==> config.mk <==
export PLATFORM = sky130hd
export DESIGN_NAME = lm_sm_sequencer
export DESIGN_NICKNAME = d
export VERILOG_FILES = /design/src/rtl/lm_sm_sequencer.sv
export SDC_FILE = /design/constraint.sdc
export NUM_CORES = 1
export LEC_CHECK = 0
export CORE_MARGIN = 4
export CORE_UTILIZATION = 45
export CTS_BUF_LIST = sky130_fd_sc_hd__clkbuf_8
export CTS_CLUSTER_DIAMETER = 50
export DETAILED_ROUTE_END_ITERATION = 10
export PLACE_DENSITY = 0.81
export SLEW_MARGIN = 5
export SYNTH_ARGS = -nofsm -noshare
export SYNTH_HDL_FRONTEND = slang
export SYNTH_SLANG_ARGS = --single-unit
==> constraint.sdc <==
create_clock -name clock -period 2.6 [get_ports clock]
set_input_delay 0.52 -clock clock [delete_from_list [all_inputs] [get_ports clock]]
set_output_delay 0.52 -clock clock [all_outputs]
set_load 0.01 [all_outputs]
==> src/rtl/lm_sm_sequencer.sv <==
// LM/SM sequencer: holds IF/ID and the PC while a load/store-multiple is
// expanded into one single-register micro-op per set bit of its register list.
module lm_sm_sequencer #(
  parameter logic [3:0] LM_OPCODE = 4'b0110,
  parameter logic [3:0] SM_OPCODE = 4'b0111
) (
  input  logic        clock,
  input  logic        reset_n,
  input  logic [15:0] inst,
  input  logic        valid,
  input  logic        flush,
  input  logic        id_ready,
  output logic        ifid_hold,
  output logic        pc_hold,
  output logic        seq_active,
  output logic        uop_valid,
  output logic        uop_is_store,
  output logic [2:0]  uop_base,
  output logic [2:0]  uop_reg,
  output logic [2:0]  uop_offset,
  output logic        uop_last
);

  typedef enum logic {IDLE, SEQ} state_t;

  state_t     state_reg, state_next;
  logic [7:0] pending_reg, pending_next;
  logic [2:0] base_reg, base_next;
  logic       store_reg, store_next;
  logic [2:0] count_reg, count_next;

  logic       is_lm_sm;
  logic       detect;
  logic       transfer;
  logic       one_left;
  logic       hold_comb;
  logic [7:0] below;
  logic [7:0] lowest_onehot;
  logic       unused_inst_bit;

  assign unused_inst_bit = inst[8];

  assign is_lm_sm = (inst[15:12] == LM_OPCODE) || (inst[15:12] == SM_OPCODE);
  assign detect   = valid && !flush && is_lm_sm && (inst[7:0] != 8'd0);

  // Isolate the lowest pending bit: a bit wins if nothing below it is pending.
  genvar gi;
  generate
    for (gi = 0; gi < 8; gi = gi + 1) begin : g_lowest
      if (gi == 0) begin : g_first
        assign below[gi] = 1'b0;
      end else begin : g_rest
        assign below[gi] = |pending_reg[gi-1:0];
      end
      assign lowest_onehot[gi] = pending_reg[gi] & ~below[gi];
    end
  endgenerate

  assign uop_reg[0] = |(lowest_onehot & 8'b1010_1010);
  assign uop_reg[1] = |(lowest_onehot & 8'b1100_1100);
  assign uop_reg[2] = |(lowest_onehot & 8'b1111_0000);

  assign one_left     = (pending_reg != 8'd0) && ((pending_reg & (pending_reg - 8'd1)) == 8'd0);
  assign seq_active   = (state_reg == SEQ);
  assign uop_valid    = seq_active && !flush;
  assign uop_last     = seq_active && one_left;
  assign uop_base     = base_reg;
  assign uop_offset   = count_reg;
  assign uop_is_store = store_reg;
  assign transfer     = uop_valid && id_ready;

  // Hold is forced low while reset is asserted so the pipeline is never frozen by it.
  assign ifid_hold = hold_comb && reset_n;
  assign pc_hold   = ifid_hold;

  always_ff @(posedge clock or negedge reset_n) begin
    if (!reset_n) begin
      state_reg   <= IDLE;
      pending_reg <= 8'd0;
      base_reg    <= 3'd0;
      store_reg   <= 1'b0;
      count_reg   <= 3'd0;
    end else begin
      state_reg   <= state_next;
      pending_reg <= pending_next;
      base_reg    <= base_next;
      store_reg   <= store_next;
      count_reg   <= count_next;
    end
  end

  always_comb begin
    state_next   = state_reg;
    pending_next = pending_reg;
    base_next    = base_reg;
    store_next   = store_reg;
    count_next   = count_reg;
    hold_comb    = 1'b0;

    case (state_reg)
      IDLE: begin
        hold_comb = detect;
        if (detect) begin
          pending_next = inst[7:0];
          base_next    = inst[11:9];
          store_next   = (inst[15:12] == SM_OPCODE);
          count_next   = 3'd0;
          state_next   = SEQ;
        end
      end
      SEQ: begin
        // Dropping hold on the final accept lets IF/ID load the next instruction on that edge.
        hold_comb = !flush && !(transfer && one_left);
        if (transfer) begin
          if (one_left) begin
            state_next   = IDLE;
            pending_next = 8'd0;
            base_next    = 3'd0;
            store_next   = 1'b0;
            count_next   = 3'd0;
          end else begin
            pending_next = pending_reg & ~lowest_onehot;
            count_next   = count_reg + 3'd1;
          end
        end
      end
      default: begin
        state_next = IDLE;
      end
    endcase

    if (flush) begin
      state_next   = IDLE;
      pending_next = 8'd0;
      base_next    = 3'd0;
      store_next   = 1'b0;
      count_next   = 3'd0;
    end
  end

endmodule

==> metrics <==
Lkg Pwr ~0.74 nW; period utilization 102%; share of layout cells above drive strength 1 34.8%; GRT Max-Usage Layer met2; Cells after Synth 99; P&R area growth vs syn 68.5%; largest net degree at the start of global routing 17; Unique masters post-synth 38; most frequent cells in the layout 30 x clkdlybuf4s50_1, 30 x buf_4, 16 x dfrtp_1, 10 x nor2_1, 10 x o21ai_0; detailed placement HPWL 2230 microns; die area 0.00297 sq mm; EDFF count, synth 0; Final Hold Fails 0; Reg clk slew, reported paths 0.07 ns; # nets final roughly 190; setup TNS -0.124 ns; Via-to-Cell Ratio 5.97; initial drt markers 36; Antenna Nets Post-Route 0; pwr dens 513 mW/mm^2; WP data required 2.08 ns; worst hold path type reg -> reg; routing usage on met2 42.6%; failing checks setup timing; Cell Count, Final, Fillers Out 191; sequential fraction of the synthesis area 41.1%; maximum clock path buffer count 2; Worst setup EP type output port; Max FO, Critical Path 2; die height 54.5 microns; core box area 0.00200 sq mm; Post-Syn Area 975 sq um; fillers about 110; total of max-cap violations 0; VDD IR max 0.000396 V; WP data arrival 2.14 ns; DR vias 1141; Final Skew 0.00581 ns; max reg flops 8; Initial DRT Pass Iterations 4; Avg Cell Area, Syn ~9.8 sq um; endpoints failing setup 2; Worst Max-Slew Pin Slew 0.337 ns; Hold Slack 0.512 ns; Async SR Flop Fraction 100%; status complete, but fails checks; GP Congestion around 0.88; GRT Util Overall 25.6%; startpoint types flop; TritonCTS Buffers 3; WL/cell 17.6 microns; GR met1 Demand/Resource 27.6%; H-tree levels 1; routing usage on met3 8.17%; CTS Sinks 16; I/O Pins 36; Max Clk Rate 375 MHz; grt ovf 0; RSZ-0062 raised after global routing yes; #FFs+latches synth 16; Post-Place Cells 183; Diodes inserted 0; critical path class reg -> out; fin. max-slew vios 0; Final WS setup -0.0640 ns; syn_nets about 120; Relative slew margins about 78%; Clock Latency Late Sink 0.26 ns; Synth Flop Type dfrtp_1; Post-CTS Hold Buffers 0; DIE WIDTH 54.5 microns; Syn. warnings 0; Initial Util 48.7%; # DRC 0; initial antenna violation count 0; Clock Tree Root clkbuf_8; FP Rows 16; CTS tree yes; post-layout min period about 2.7 ns; first-pass GRT wire length 5260 microns; Port-buffer cells 34; number of global-route vias before repair 1189; Post-Route WL ~3400 microns
## synth_stat cells (2+ instances only)
master     n  share of area (%)
nor2_1    10                3.9
a22o_2     4                4.1
nor3_1     6                3.1
a211oi_1   2                1.5
nor4_1     4                2.6
nand2_1    5                1.9
o21ai_0   10                5.1
and4b_1    2                2.1
a22o_1     6                5.4
inv_1      3                1.2
a21oi_1    4                2.1
dfrtp_1   16                 41
o21a_1     2                1.5
## final timing paths
check                                from        endpoint  slack (ns)  cells past startpoint
min in group asynchronous         reset_n  pending_reg[1]        0.68                      2
hold reg to reg               uop_base[2]     uop_base[2]        0.51                      1
hold / removal                uop_base[2]     uop_base[2]        0.51                      1
setup / recovery           pending_reg[2]       ifid_hold       -0.06                      7
setup reg to reg           pending_reg[2]  pending_reg[7]        0.29                      8
max in group asynchronous         reset_n    uop_is_store        1.73                      2
## worst max-delay path: stages, from the launching register on
cell	delay [ns]
dfrtp_1	0.38
or4_4	0.57
a2111oi_4	0.28
a211oi_4	0.07
a21oi_2	0.19
a21oi_2	0.08
o21a_1	0.18
buf_2	0.14
## final cells by class
| cell class | instances | area (sq um) | share of cell area [%] |
|---|---|---|---|
| clock buffers | 4 | 55.1 | 3.35 |
| inverters | 3 | 11.3 | 0.685 |
| multi-input cells | 77 | 593 | 36.1 |
| flip-flops and latches | 16 | 400 | 24.4 |
| well taps | 27 | 33.8 | 2.06 |
| repair buffers | 64 | 549 | 33.4 |
## where the power goes
group	internal (W)	switching, W
sequential	0.000268	0.0000168
combinational	0.000172	0.000153
clock	0.000135	0.0000969
## repair_timing
action	in CTS	in global routing
endpoints found under the hold margin	0	0
pin swaps	6	6
cloned	0	0
buffers inserted	3	1
resized for setup	20	2
endpoints found under the setup margin	3	3
## cells by family after synthesis
kind of cell             Yosys count  synth area share (%)
AND/OR/NAND/NOR                   39                  23.1
buffers and inverters              6                  3.47
flip-flops                        16                  41.1
adder cells (fa/ha/maj)            2                  2.31
AO/OA/AOI/OAI                     36                  30.0
## layer usage
layer / up-vias / share of wire (%)
met5: - / 0
met4: 0 / 3.8
met3: 15 / 7.5
met2: 63 / 50
met1: 554 / 38
li1: 509 / -
## through the flow
stage / util [%] / total power [W] / worst slack (ns) / cell area (sq um)
6_report: 82.1 / 0.000843 / -0.0640 / 1640
5_1_grt: 82.1 / 0.000877 / -0.140 / 1640
4_1_cts: 80.9 / 0.000825 / -0.163 / 1620
3_5_place_dp: 76.0 / 0.000574 / -0.515 / 1520
3_3_place_gp: 76.0 / 0.000566 / -0.463 / 1520
2_1_floorplan: - / 0.000416 / 0.170 / 975
(Power assumes the default switching activity.)
